==> src/rtl/softmax_pkg.sv <==
// softmax_pkg: shared FP32 field widths, special encodings and accumulator FSM states
package softmax_pkg;
  localparam int EXP_W = 8;
  localparam int MAN_W = 23;
  localparam int BIAS  = 127;
  localparam logic [31:0] FP32_POS_INF = 32'h7F800000;
  localparam logic [31:0] FP32_NEG_INF = 32'hFF800000;
  localparam logic [31:0] FP32_QNAN    = 32'h7FC00000;
  localparam logic [31:0] FP32_MAX     = 32'h7F7FFFFF;
  typedef enum logic [1:0] {IDLE, ACCUM, DONE} acc_state_t;
endpackage

==> src/rtl/softmax_accumulator_fp32_addsub.sv <==
// fp32_addsub: combinational FP32 a +/- b, round-to-nearest-even, denormals flushed to signed zero
// Ports: a_i, b_i operands; sub_i flips b's sign; y_o result; ovf_o finite+finite sum overflowed.
// SOFTMAX_ACC_SAT_EN: overflow saturates to +/-FP32_MAX instead of +/-Inf.
module fp32_addsub
  import softmax_pkg::*;
(
  input  logic [31:0] a_i,
  input  logic [31:0] b_i,
  input  logic        sub_i,
  output logic [31:0] y_o,
  output logic        ovf_o
);
  localparam logic signed [9:0] EMAX = 10'(2 * BIAS);
  logic [31:0] bb, big, sml;
  logic a_nan, b_nan, a_inf, b_inf, a_zero, b_zero, swap, carry;
  logic [EXP_W-1:0] d;
  logic [4:0] sh, lz;
  logic [50:0] x;
  logic [26:0] al, n;
  logic [27:0] sum;
  logic [24:0] rnd;
  logic signed [9:0] e_n, e_r;
  always_comb begin
    bb     = {b_i[31] ^ sub_i, b_i[30:0]};
    a_nan  = (&a_i[30:23]) & (|a_i[MAN_W-1:0]);
    b_nan  = (&bb[30:23]) & (|bb[MAN_W-1:0]);
    a_inf  = (&a_i[30:23]) & ~(|a_i[MAN_W-1:0]);
    b_inf  = (&bb[30:23]) & ~(|bb[MAN_W-1:0]);
    a_zero = ~(|a_i[30:23]);
    b_zero = ~(|bb[30:23]);
    swap   = bb[30:0] > a_i[30:0];
    big    = swap ? bb : a_i;
    sml    = swap ? a_i : bb;
    d      = big[30:23] - sml[30:23];
    sh     = (d > 8'd31) ? 5'd31 : d[4:0];
    // align the smaller mantissa; everything below the round bit collapses into sticky
    x      = {1'b1, sml[22:0], 27'b0} >> sh;
    al     = {x[50:25], x[24] | (|x[23:0])};
    sum    = (big[31] == sml[31]) ? {2'b01, big[22:0], 3'b0} + {1'b0, al}
                                  : {2'b01, big[22:0], 3'b0} - {1'b0, al};
    carry  = sum[27];
    lz     = '0;
    for (int i = 0; i < 27; i++) if (sum[i]) lz = 5'(26 - i);
    n      = carry ? {sum[27:2], sum[1] | sum[0]} : sum[26:0] << lz;
    rnd    = {1'b0, n[26:3]} + 25'(n[2] & (n[1] | n[0] | n[3]));
    e_n    = carry ? $signed({2'b0, big[30:23]}) + 10'sd1
                   : $signed({2'b0, big[30:23]}) - $signed({5'b0, lz});
    e_r    = e_n + $signed({9'b0, rnd[24]});
    ovf_o  = 1'b0;
    y_o    = {big[31], e_r[7:0], rnd[24] ? rnd[23:1] : rnd[22:0]};
    if (a_nan || b_nan || (a_inf && b_inf && (a_i[31] != bb[31]))) y_o = FP32_QNAN;
    else if (a_inf) y_o = a_i;
    else if (b_inf) y_o = bb;
    else if (a_zero && b_zero) y_o = {a_i[31] & bb[31], 31'b0};
    else if (a_zero) y_o = bb;
    else if (b_zero) y_o = a_i;
    else if (sum == '0) y_o = '0;
    else if (e_r < 10'sd1) y_o = {big[31], 31'b0};
    else if (e_r > EMAX) begin
      ovf_o = 1'b1;
`ifdef SOFTMAX_ACC_SAT_EN
      y_o = {big[31], FP32_MAX[30:0]};
`else
      y_o = big[31] ? FP32_NEG_INF : FP32_POS_INF;
`endif
    end
  end
endmodule

==> src/rtl/softmax_accumulator.sv <==
// softmax_accumulator: folds LEN streamed FP32 operands into an initial value, one result per vector
// Ports: clk_i, rst_ni (async active-low); start_i/init_val_i/sub_i begin a vector in IDLE;
// in_valid_i/in_data_i/in_ready_o operand stream; out_valid_o/out_data_o/out_ready_i result;
// busy_o in ACCUM/DONE; overflow_o sticky per vector.
// SOFTMAX_ACC_SAT_EN: overflowing sums saturate to +/-FP32_MAX (see fp32_addsub).
module softmax_accumulator
  import softmax_pkg::*;
#(
  parameter int unsigned LEN = 8
) (
  input  logic        clk_i,
  input  logic        rst_ni,
  input  logic        start_i,
  input  logic [31:0] init_val_i,
  input  logic        sub_i,
  input  logic        in_valid_i,
  input  logic [31:0] in_data_i,
  output logic        in_ready_o,
  output logic        out_valid_o,
  output logic [31:0] out_data_o,
  input  logic        out_ready_i,
  output logic        busy_o,
  output logic        overflow_o
);
  localparam int CNT_W = $clog2(LEN + 1);
  acc_state_t state_q, state_d;
  logic [CNT_W-1:0] cnt_q, cnt_d;
  logic [31:0] acc_q, acc_d, sum;
  logic mode_q, mode_d, ovf_q, ovf_d, ovf;
  fp32_addsub u_add (
    .a_i  (acc_q),
    .b_i  (in_data_i),
    .sub_i(mode_q),
    .y_o  (sum),
    .ovf_o(ovf)
  );
  always_comb begin
    state_d = state_q;
    cnt_d   = cnt_q;
    acc_d   = acc_q;
    mode_d  = mode_q;
    ovf_d   = ovf_q;
    case (state_q)
      IDLE: if (start_i) begin
        state_d = ACCUM;
        acc_d   = init_val_i;
        mode_d  = sub_i;
        cnt_d   = '0;
        ovf_d   = 1'b0;
      end
      ACCUM: if (in_valid_i) begin
        acc_d   = sum;
        cnt_d   = cnt_q + CNT_W'(1);
        ovf_d   = ovf_q | ovf;
        state_d = (cnt_q == CNT_W'(LEN - 1)) ? DONE : ACCUM;
      end
      DONE: state_d = out_ready_i ? IDLE : DONE;
      default: state_d = IDLE;
    endcase
    in_ready_o  = state_q == ACCUM;
    out_valid_o = state_q == DONE;
    out_data_o  = out_valid_o ? acc_q : '0;
    busy_o      = state_q != IDLE;
    overflow_o  = ovf_q;
  end
  always_ff @(posedge clk_i or negedge rst_ni) begin
    if (!rst_ni) begin
      state_q <= IDLE;
      cnt_q   <= '0;
      acc_q   <= '0;
      mode_q  <= 1'b0;
      ovf_q   <= 1'b0;
    end else begin
      state_q <= state_d;
      cnt_q   <= cnt_d;
      acc_q   <= acc_d;
      mode_q  <= mode_d;
      ovf_q   <= ovf_d;
    end
  end
endmodule

==> config.mk <==
export PLATFORM = sky130hd
export DESIGN_NAME = softmax_accumulator
export DESIGN_NICKNAME = d
export VERILOG_FILES = /design/src/rtl/softmax_pkg.sv /design/src/rtl/softmax_accumulator_fp32_addsub.sv /design/src/rtl/softmax_accumulator.sv
export SDC_FILE = /design/constraint.sdc
export NUM_CORES = 1
export LEC_CHECK = 0
export ABC_CLOCK_PERIOD_IN_PS = 28400
export CORE_AREA = 5 5 181 183
export DETAILED_ROUTE_END_ITERATION = 6
export DIE_AREA = 0 0 186 188
export HOLD_SLACK_MARGIN = 0.08
export PLACE_DENSITY_LB_ADDON = 0.05
export SLEW_MARGIN = 0
export SYNTH_ARGS = -nofsm -noshare
export SYNTH_HDL_FRONTEND = slang
export SYNTH_HIERARCHICAL = 1
export SYNTH_SLANG_ARGS = --single-unit
==> constraint.sdc <==
create_clock -name clk_i -period 28.4 [get_ports clk_i]
set_clock_uncertainty 0.05 [all_clocks]
set_input_delay 8.52 -clock clk_i [delete_from_list [all_inputs] [get_ports clk_i]]
set_output_delay 8.52 -clock clk_i [all_outputs]
set_load 0.01 [all_outputs]
# After elaboration in Yosys (flattened, before gate mapping)
# Index checks and enable logic that the tools add are counted.
# Widths: inputs -> output; s select.
[op_classes]
n_eq_ne = 9
shift = 2
bitwise_logic = 16
reduce_logical = 20
n_lt_le_gt_ge = 4
n_addsub = 8
n_mux = 68
[ops]
columns = ["op", "n"]
rows = [
  ["$mux 32", 15],
  ["$mux 5", 28],
  ["$pmux 32 s2", 1],
  ["$shr 51x5->51", 1],
  ["$reduce_or 23->1", 2],
  ["$gt 31x31->1", 1],
  ["$add 27x27->28", 1],
  ["$logic_not 28->1", 1],
  ["$mux 28", 1],
  ["$sub 27x27->28", 1],
  ["$mux 27", 1],
  ["$shl 27x5->27", 1],
  ["$add 24x25->25", 1],
  ["$and 1x25->25", 1],
  ["$or 25x1->25", 1],
  ["$reduce_or 24->1", 1],
  ["$mux 23", 1],
  ["$reduce_and 8->1", 2],
  ["$reduce_or 8->1", 2],
  ["$mux 1", 11],
  ["$add 10x2->10", 1],
  ["$gt 10x9->1 const B", 1],
  ["$lt 10x2->1 const B", 1],
  ["$mux 10", 1],
  ["other kinds (29)", 49],
]
[totals]
inputBits = 70
wordCells = 132
output_inout_bits = 36
regBits = 40

# Logic depth before layout (Yosys ltp)
# Gate-level depths: netlist of the first run.
[logic_depth]
depth_word = 57
depth_mapped = 75
mapped_depth_nobuf = 68

# Modules after synthesis
# The synthesis of the first run kept the hierarchy.
[modules_own_cells]
columns = ["mod", "seq_area_each_um2", "instances", "area_per_inst_um2", "cells_each"]
rows = [
  ["fp32_addsub", 0.0, 1, 12822.3, 1961],
  ["softmax_accumulator", 1001.0, 1, 2462.4, 178],
]

# Worst setup path after synthesis of the first run
# No wires, ideal clock.
[synth_path]
path_kind = "input -> register"
start = "input in_data_i[13]"
end = "register acc_q[15]"
setup_slack_ns = 5.824
arrival_time_ns = 22.401
n_path_buf = 5
setup_time_ns = 0.125
cell_stages = 71
t_required_ns = 28.225
path_cell_list = "ha_1 > a21oi_1 > nand2_1 > a221oi_1 > a211oi_4 > a21oi_4 > buf_2 > buf_2 > buf_2 > buf_1 > nor2_1 > nor2_1 > ha_1 > nor2_1 > a211o_1 > a31oi_1 > o211ai_2 > nor2_1 > [35 not listed] > nor2_2 > nand3_4 > clkinv_4 > ha_1 > o21ai_0 > o21ba_2 > nor3b_1 > xnor2_1 > nor3_1 > nand3b_1 > nand2_1 > clkbuf_1 > nor2_1 > mux2i_1 > o21ai_0 > a41o_1 > mux2_4 > mux2_4"
[synth_via]
elab_chain_cells = 56
word_cells_on_any_way = 77
cone_classes = "add/sub: 7; order compare: 4; eq/ne: 3; shift: 2; mux: 45; bitwise: 8; reduce/logical: 8"
[synth_rtl]
columns = ["element", "line", "rtl"]
rows = [
  ["start, declared", "softmax_accumulator.sv:17", "input logic [31:0] in_data_i,"],
  ["$gt 31x31->1", "softmax_accumulator_fp32_addsub.sv:31", "swap = bb[30:0] > a_i[30:0];"],
  ["$mux 32, on equally long branches", "softmax_accumulator_fp32_addsub.sv:32, softmax_accumulator_fp32_addsub.sv:33", ""],
  ["$sub 8x8->8", "softmax_accumulator_fp32_addsub.sv:34", "d = big[30:23] - sml[30:23];"],
  ["$gt 8x5->1", "softmax_accumulator_fp32_addsub.sv:35", "sh = (d > 8'd31) ? 5'd31 : d[4:0];"],
  ["$mux 5", "softmax_accumulator_fp32_addsub.sv:35", ""],
  ["$shr 51x5->51", "softmax_accumulator_fp32_addsub.sv:37", "x = {1'b1, sml[22:0], 27'b0} >> sh;"],
  ["$reduce_or 24->1", "softmax_accumulator_fp32_addsub.sv:38", "al = {x[50:25], x[24] | (|x[23:0])};"],
  ["$or 1x1->1", "softmax_accumulator_fp32_addsub.sv:38", ""],
  ["[41 not listed]", "--", ""],
  ["$mux 32", "softmax_accumulator_fp32_addsub.sv:55", "else if (a_zero) y_o = bb;"],
  ["$mux 32", "softmax_accumulator_fp32_addsub.sv:54", "else if (a_zero && b_zero) y_o = {a_i[31] & bb[31], 31'b0};"],
  ["$mux 32", "softmax_accumulator_fp32_addsub.sv:53", "else if (b_inf) y_o = bb;"],
  ["$mux 32", "softmax_accumulator_fp32_addsub.sv:52", "else if (a_inf) y_o = a_i;"],
  ["$mux 32 (*)", "softmax_accumulator_fp32_addsub.sv:51", "if (a_nan || b_nan || (a_inf && b_inf && (a_i[31] != bb[31]))) y_o = FP32_QNAN;"],
  ["net sum[15]", "softmax_accumulator.sv:28", "logic [31:0] acc_q, acc_d, sum;"],
  ["$mux 32 (*)", "softmax_accumulator.sv:51", "ACCUM: if (in_valid_i) begin"],
  ["$pmux 32 s2 (*)", "softmax_accumulator.sv:43", "case (state_q)"],
  ["end signal, assigned", "softmax_accumulator.sv:70", "acc_q <= '0;"],
  ["end signal, assigned", "softmax_accumulator.sv:76", "acc_q <= acc_d;"],
  ["end, declared", "softmax_accumulator.sv:28", ""],
]
# Mark *: on every way through the listed nets, which the timed path passes. The rest lies on a longest branch. The select of a mux whose other input is x is not followed.
# A chain may end at the register's enable or synchronous reset.

# Worst setup path after layout of the first run
[layout_path]
start = "input in_data_i[23]"
end = "register acc_q[12]"
# Same word-level chain as after synthesis.

==> run summary, run 1 <==
STATUS
---------------------------------------------------------------------------------------
Result of the run                                                             completed

CLOCK TREE
---------------------------------------------------------------------------------------
Buffer cell driving the clock tree root                                    sky130_fd_sc_hd__clkbuf_16
Clk sinks                                                                            40
Source-to-sink clock delay at the later pin of the worst-skew pair               290 ps
Setup bufs post-CTS                                                                   0
# H-tree levels                                                                       2
Maximum buffer depth of the clock tree                                                2
Post-cts gate resize count                                                            0
TritonCTS clock tree                                                                yes
Hold-fix buffers, CTS                                                                 0
Clock buffers created by TritonCTS                                                    5
Reg clk slew, reported paths                                                      70 ps

YOSYS
---------------------------------------------------------------------------------------
Sequential fraction of the synthesis area                                         6.55%
Count of warnings emitted by yosys                                                    6
Average footprint of a synthesized cell                                        7.15 µm²
Count of mapped cells out of synthesis                                            2,139
Dominant synthesized flop cell                                             sky130_fd_sc_hd__dfrtp_1
Netlist area before placement                                                15,300 µm²
Synthesized Nets                                                                  2,305
Share of synthesized flip-flops with an asynchronous set or reset                  100%
Synth Register Bits                                                                  40
Number of flops mapped to enable cells by yosys                                       0
Count of different cell masters after synthesis                                     140

GLOBAL ROUTE
---------------------------------------------------------------------------------------
Number of global-route vias before repair                                        16,650
GR Overflow Total                                                                     0
All-layer global routing usage                                                    37.1%
Global-route wire length before repair                                       102,000 µm
Maximum number of pins on one net before global-route repair                         67
Initial antenna violation count                                                       2

FLOORPLAN
---------------------------------------------------------------------------------------
Die Footprint                                                                35,000 µm²
Die Ht                                                                           188 µm
Core area                                                                    31,100 µm²
Die boundary width                                                               186 µm
Num ports                                                                           106
Cell Rows                                                                            65
Effective utilization at floorplan                                                49.2%

TIMING
---------------------------------------------------------------------------------------
Number of hold violations in the final report                                         0
Maximum clock frequency                                                        37.9 MHz
Share of the clock period used by the worst path after layout                     93.0%
Pins over their slew limit                                                            0
TNS Setup                                                                          0 ps
Worst-margin pin slew                                                           1270 ps
Slew Limit Headroom                                                               14.6%
Final worst path period need                                                  26,420 ps
Setup violation total in the final timing report                                      0
Setup repair after global routing missed its margin                               false
Hold Worst Slack                                                                 451 ps

DRT
---------------------------------------------------------------------------------------
Detailed-route wire length per cell                                             26.7 µm
Via-to-Cell Ratio                                                                  7.08
Number of violations reported at the end of detailed-routing iteration 0          2,595
Number of routed nets with antenna violations                                         0
Detailed-route via count                                                         18,129
Iteration count of the initial detailed-routing pass                                  6
Final routed DRC violation total                                                      0
Total Routed Length                                                           68,300 µm

CRITICAL PATH
---------------------------------------------------------------------------------------
Setup crit start kind                                                        input port
Max incr delay on CP                                                             810 ps
Data required time at the worst endpoint                                      28,590 ps
Destination of the worst register-to-register timing path                  acc_q[12]$_DFFE_PN0P_
Type of the setup path with the least slack                                   in -> reg
Reg-to-reg startpoint                                                      acc_q[23]$_DFFE_PN0P_
CP arrival                                                                    26,600 ps
Worst Setup End Kind                                                          flip-flop
Endpoint of the most critical setup path                                   acc_q[12]$_DFFE_PN0P_
Worst reg-to-reg path cell count                                                     67
Internal reg-to-reg setup slack                                               10,240 ps
Worst-path maximum fanout                                                            66
Critical path origin                                                       in_data_i[23]
Critical-path top delay cell                                               sky130_fd_sc_hd__nor3_1

CELLS AND AREA
---------------------------------------------------------------------------------------
Area Overhead vs Synth                                                            8.49%
Nets                                                                              2,323
Ratio of cells with drive above 1 in the final layout                             10.9%
Number of filler instances in the final layout                                    3,126
Design Area, Final                                                           16,600 µm²

PLACEMENT
---------------------------------------------------------------------------------------
Detailed-placement wirelength estimate                                        54,000 µm
Post-placement cell area                                                     16,400 µm²
Final weighted congestion in routability-driven placement                          1.03
Count of buffers from port buffering                                                105

MIN PATH
---------------------------------------------------------------------------------------
Worst Hold Class                                                             reg -> reg

FLOW RUN
---------------------------------------------------------------------------------------
MaxCap Viol Count                                                                     0

## cell type report
cell class / instances / area [µm²] / share of cell area, %
clock inverters: 3 / 46.3 / 0.279
flip-flops and latches: 40 / 1000 / 6.04
inverters: 113 / 432 / 2.60
repair buffers: 131 / 1240 / 7.49
multi-input cells: 1866 / 13200 / 79.8
diodes: 1 / 2.50 / 0.0151
clock buffers: 5 / 125 / 0.755
well taps: 402 / 503 / 3.03
## cells in the mapped netlist, types with 36 or more instances
library cell	count	share of area [%]
sky130_fd_sc_hd__a21oi_1	175	5.7
sky130_fd_sc_hd__and2_1	50	2.0
sky130_fd_sc_hd__clkbuf_1	65	1.6
sky130_fd_sc_hd__dfrtp_1	40	6.5
sky130_fd_sc_hd__ha_1	94	7.7
sky130_fd_sc_hd__inv_1	108	2.7
sky130_fd_sc_hd__mux2_4	55	5.4
sky130_fd_sc_hd__mux2i_1	80	5.2
sky130_fd_sc_hd__nand2_1	223	5.5
sky130_fd_sc_hd__nand3_1	65	2.1
sky130_fd_sc_hd__nor2_1	202	5.0
sky130_fd_sc_hd__nor3_1	64	2.1
sky130_fd_sc_hd__nor4_1	42	1.7
sky130_fd_sc_hd__o211ai_1	36	1.8
sky130_fd_sc_hd__o21ai_0	119	3.9
sky130_fd_sc_hd__xnor2_1	39	2.2
## layout by cell type, fill, tap and decap left out, types with 39 or more instances in the layout
master                            Yosys  layout
sky130_fd_sc_hd__a21oi_1            175     175
sky130_fd_sc_hd__and2_1              50      50
sky130_fd_sc_hd__clkdlybuf4s50_1      0     104
sky130_fd_sc_hd__dfrtp_1             40      40
sky130_fd_sc_hd__ha_1                94      94
sky130_fd_sc_hd__inv_1              108     108
sky130_fd_sc_hd__mux2_4              55      55
sky130_fd_sc_hd__mux2i_1             80      80
sky130_fd_sc_hd__nand2_1            223     223
sky130_fd_sc_hd__nand3_1             65      65
sky130_fd_sc_hd__nor2_1             202     202
sky130_fd_sc_hd__nor3_1              64      64
sky130_fd_sc_hd__nor4_1              42      42
sky130_fd_sc_hd__o21ai_0            119     118
sky130_fd_sc_hd__xnor2_1             39      39
## stage by stage
| step | worst slack (ps) | instances | utilization, % |
|---|---|---|---|
| detailed placement | 2430 | 2552 | 52.8 |
| CTS | 2620 | 2560 | 53.4 |
| global route | 903 | 2561 | 53.4 |
| global placement | 2640 | 2552 | 52.8 |
| floorplan | 5820 | 2139 | - |
| finish | 1980 | 2561 | 53.4 |
## worst min path at each step
stage	from	end	slack (ps)	depth (start not counted)
3_5_place_dp	mode_q$_DFFE_PN0P_	mode_q$_DFFE_PN0P_	430	2
3_3_place_gp	mode_q$_DFFE_PN0P_	mode_q$_DFFE_PN0P_	430	2
6_report	mode_q$_DFFE_PN0P_	mode_q$_DFFE_PN0P_	450	2
2_1_floorplan	mode_q$_DFFE_PN0P_	mode_q$_DFFE_PN0P_	410	2
4_1_cts	mode_q$_DFFE_PN0P_	mode_q$_DFFE_PN0P_	450	2
5_1_grt	mode_q$_DFFE_PN0P_	mode_q$_DFFE_PN0P_	500	2
## critical path: cells and delay by family
family,cells,cell delay (ps)
xor+xnor,2,460
compound gates,28,7660
fa+ha+maj,5,1480
simple gates,19,4670
buf+inv,7,2340
mux,6,1400
## kinds of logic (layout without fill, tap and decap cells)
| kind of cell | Yosys count | in the layout | synth area share (%) |
|---|---|---|---|
| fa+ha+maj | 96 | 96 | 7.96 |
| compound gates | 700 | 700 | 33.1 |
| other cells | 0 | 1 | 0 |
| buf+inv | 233 | 252 | 7.05 |
| simple gates | 843 | 843 | 28.3 |
| mux | 166 | 166 | 13.3 |
| xor+xnor | 61 | 61 | 3.69 |
| flops | 40 | 40 | 6.55 |
## sequential cells by signal, summed over array words and instances (netlist names)
name / count
acc_q: 32
cnt_q: 4
state_q: 2
mode_q: 1
overflow_o: 1
## routing by layer
layer / track usage, % / up-vias / wire, µm
met3: 5.63 / 226 / 6790
li1: - / 8097 / -
met4: 17.0 / 0 / 4050
met5: 0 / - / 0
met2: 55.8 / 1226 / 29200
met1: 52.0 / 8580 / 28200
Power of run 1 is left out: the tool's default activity adds up to more than one toggle a clock period on the data nets, which glitch-free logic cannot reach.
==> inputs of run 2 (changes only) <==
--- a/config.mk
+++ b/config.mk
@@ -6,9 +6,9 @@
 export NUM_CORES = 1
 export LEC_CHECK = 0
 export ABC_CLOCK_PERIOD_IN_PS = 28400
-export CORE_AREA = 5 5 181 183
+export CORE_AREA = 5 5 202 165
 export DETAILED_ROUTE_END_ITERATION = 6
-export DIE_AREA = 0 0 186 188
+export DIE_AREA = 0 0 207 170
 export HOLD_SLACK_MARGIN = 0.08
 export PLACE_DENSITY_LB_ADDON = 0.05
 export SLEW_MARGIN = 0
==> run 2 against run 1 <==
- critical path depth decreased by 8
- sequential share of layout area barely moved
- setup slack better by 410 ps
- via count shrank 0.36%
- final area barely moved
- count of clock-buffer cells in the layout increased by 1
- first-iteration DRC count is 9.9% higher
- global-route usage down 0.86 points
- worst hold slack worse by 0.97 ps
- final cell count up 0.74%
- maximum frequency is 1.6% higher
==> run summary, run 2 (synthesis gave the netlist of run 1 again) <==
TIMING
---------------------------------------------------------------------------------------
Number of hold violations in the final report                                         0   unchanged
Pins over their slew limit                                                            0   unchanged
Setup violation total in the final timing report                                      0   unchanged
Setup repair after global routing missed its margin                               false   unchanged
Worst-margin pin slew                                                           1210 ps   was 1270 ps
Maximum clock frequency                                                        38.4 MHz   was 37.9 MHz
TNS Setup                                                                          0 ps   unchanged
Final worst path period need                                                  26,010 ps   was 26,420 ps
Share of the clock period used by the worst path after layout                     91.6%   was 93.0%
Slew Limit Headroom                                                               18.9%   was 14.6%

CELLS AND AREA
---------------------------------------------------------------------------------------
Top flop regs                                                              acc_q x32, cnt_q x4, state_q x2   unchanged
Area Overhead vs Synth                                                            8.55%   was 8.49%
Flip-flop count of the largest register, all copies and words added                  32   unchanged
Register with the most flip-flops                                                 acc_q   unchanged
Ratio of cells with drive above 1 in the final layout                             11.0%   was 10.9%
Nets                                                                              2,324   was 2,323
Most used cells in the layout excluding fill and tap cells                 sky130_fd_sc_hd__nand2_1, sky130_fd_sc_hd__nor2_1, sky130_fd_sc_hd__a21oi_1, sky130_fd_sc_hd__o21ai_0, sky130_fd_sc_hd__inv_1   unchanged
Leading cell type in the layout, fill and taps excluded                    sky130_fd_sc_hd__nand2_1   unchanged
Number of filler instances in the final layout                                    3,134   was 3,126

STATUS
---------------------------------------------------------------------------------------
Result of the run                                                             completed   unchanged

CRITICAL PATH
---------------------------------------------------------------------------------------
Cell family with the largest share of critical-path delay                  compound AO/OA/AOI/OAI gates   unchanged
Max incr delay on CP                                                             770 ps   was 810 ps
Type of the setup path with the least slack                                   in -> reg   unchanged
Critical-path top delay cell                                               sky130_fd_sc_hd__a2111oi_2   was sky130_fd_sc_hd__nor3_1
CP arrival                                                                    26,190 ps   was 26,600 ps
Worst Setup End Kind                                                          flip-flop   unchanged
CP dominant cell by count                                                  sky130_fd_sc_hd__ha_1
Setup crit start kind                                                        input port   unchanged
Internal reg-to-reg setup slack                                               10,690 ps   was 10,240 ps
Critical path buffer and inverter count                                               6   was 7
Worst-path maximum fanout                                                            66   unchanged
Data required time at the worst endpoint                                      28,580 ps   was 28,590 ps

DRT
---------------------------------------------------------------------------------------
Detailed-route via count                                                         18,063   was 18,129
Via-to-Cell Ratio                                                                  7.00   was 7.08
Final routed DRC violation total                                                      0   unchanged
Iteration count of the initial detailed-routing pass                                  6   unchanged
Detailed-route wire length per cell                                             26.5 µm   was 26.7 µm
Number of routed nets with antenna violations                                         0   unchanged
Total Routed Length                                                           68,300 µm   about the same
Number of violations reported at the end of detailed-routing iteration 0          2,851   was 2,595

FLOW RUN
---------------------------------------------------------------------------------------
MaxCap Viol Count                                                                     0   unchanged

FLOORPLAN
---------------------------------------------------------------------------------------
Die boundary width                                                               207 µm   was 186 µm
Effective utilization at floorplan                                                49.2%   about the same
Die Ht                                                                           170 µm   was 188 µm
Core area                                                                    31,100 µm²   about the same
Die Footprint                                                                35,200 µm²   was 35,000 µm²
Num ports                                                                           106   unchanged
Cell Rows                                                                            58   was 65

CLOCK TREE
---------------------------------------------------------------------------------------
Maximum buffer depth of the clock tree                                                2   unchanged
Source-to-sink clock delay at the later pin of the worst-skew pair               290 ps   about the same
Hold-fix buffers, CTS                                                                 0   unchanged
Reg clk slew, reported paths                                                      60 ps   was 70 ps
Clk sinks                                                                            40   unchanged
Setup bufs post-CTS                                                                   0   unchanged
Clock buffers created by TritonCTS                                                    5   unchanged
Post-cts gate resize count                                                            0   unchanged
Buffer cell driving the clock tree root                                    sky130_fd_sc_hd__clkbuf_16   unchanged
TritonCTS clock tree                                                                yes   unchanged
# H-tree levels                                                                       2   unchanged

GLOBAL ROUTE
---------------------------------------------------------------------------------------
GR Overflow Total                                                                     0   unchanged
Number of global-route vias before repair                                        16,354   was 16,650
Initial antenna violation count                                                       0   was 2
Global-route wire length before repair                                       101,000 µm   was 102,000 µm
Maximum number of pins on one net before global-route repair                         67   unchanged
All-layer global routing usage                                                    36.3%   was 37.1%

PLACEMENT
---------------------------------------------------------------------------------------
Final weighted congestion in routability-driven placement                          1.09   was 1.03
Count of buffers from port buffering                                                105   unchanged
Detailed-placement wirelength estimate                                        54,400 µm   was 54,000 µm

MIN PATH
---------------------------------------------------------------------------------------
Worst Hold Class                                                             reg -> reg   unchanged

==> run 2: cell count changes in the layout (fill, tap and decap cells not counted) <==
cell,delta
sky130_fd_sc_hd__clkinv_2,+2
sky130_fd_sc_hd__buf_4,+1
sky130_fd_sc_hd__bufinv_16,-1
sky130_fd_sc_hd__clkbuf_8,+1
sky130_fd_sc_hd__clkinvlp_4,-1
sky130_fd_sc_hd__ha_1,-1
sky130_fd_sc_hd__ha_2,+1
sky130_fd_sc_hd__inv_6,-1
==> run 2: routing by layer <==
metal  vias up  share of wire (%)  GRT usage, %
met2      1255                 41          53.2
met3       172                 13          9.21
met4         0                4.1          13.8
met1      8554                 41          51.2
met5         -                  0             0
li1       8082                  -             -
==> run 2: path summary, 6_finish.rpt <==
check                                      startpoint                endpoint  cells after the start
worst max-delay path                    in_data_i[26]    acc_q[2]$_DFFE_PN0P_                     59
min in group asynchronous                      rst_ni  state_q[1]$_DFFE_PN0P_                      1
worst min register to register     mode_q$_DFFE_PN0P_      mode_q$_DFFE_PN0P_                      2
worst max register to register  acc_q[28]$_DFFE_PN0P_    acc_q[2]$_DFFE_PN0P_                     59
worst min-delay path               mode_q$_DFFE_PN0P_      mode_q$_DFFE_PN0P_                      2
max in group asynchronous                      rst_ni    acc_q[2]$_DFFE_PN0P_                      1
==> run 2: worst min-delay path: stages (launching register included) <==
cell and delay [ps]:
sky130_fd_sc_hd__dfrtp_1 360, sky130_fd_sc_hd__nand2_1 60, sky130_fd_sc_hd__nand2_1 50
==> run 2: area by class of cell <==
class / instances / area (µm²) / area share (%)
sequential: 40 / 1000 / 6.03
antenna: 1 / 2.50 / 0.0151
timing repair buffer: 132 / 1250 / 7.53
clock buffer: 6 / 139 / 0.837
inverter: 113 / 432 / 2.60
tap: 420 / 526 / 3.17
multi-input combinational: 1866 / 13200 / 79.8
clock inverter: 2 / 10.0 / 0.0603
==> run 2: through the flow <==
| stage | cell area (µm²) | util [%] | hold WS, ps | cells | worst slack, ps |
|---|---|---|---|---|---|
| floorplan | 15300 | - | 414 | 2139 | 5820 |
| global placement | 16400 | 52.9 | 428 | 2571 | 2810 |
| detailed placement | 16400 | 52.9 | 439 | 2571 | 2630 |
| CTS | 16600 | 53.4 | 455 | 2579 | 2880 |
| global route | 16600 | 53.4 | 489 | 2579 | 1300 |
| finish | 16600 | 53.4 | 450 | 2580 | 2390 |
Power of run 2 is left out for the same reason.
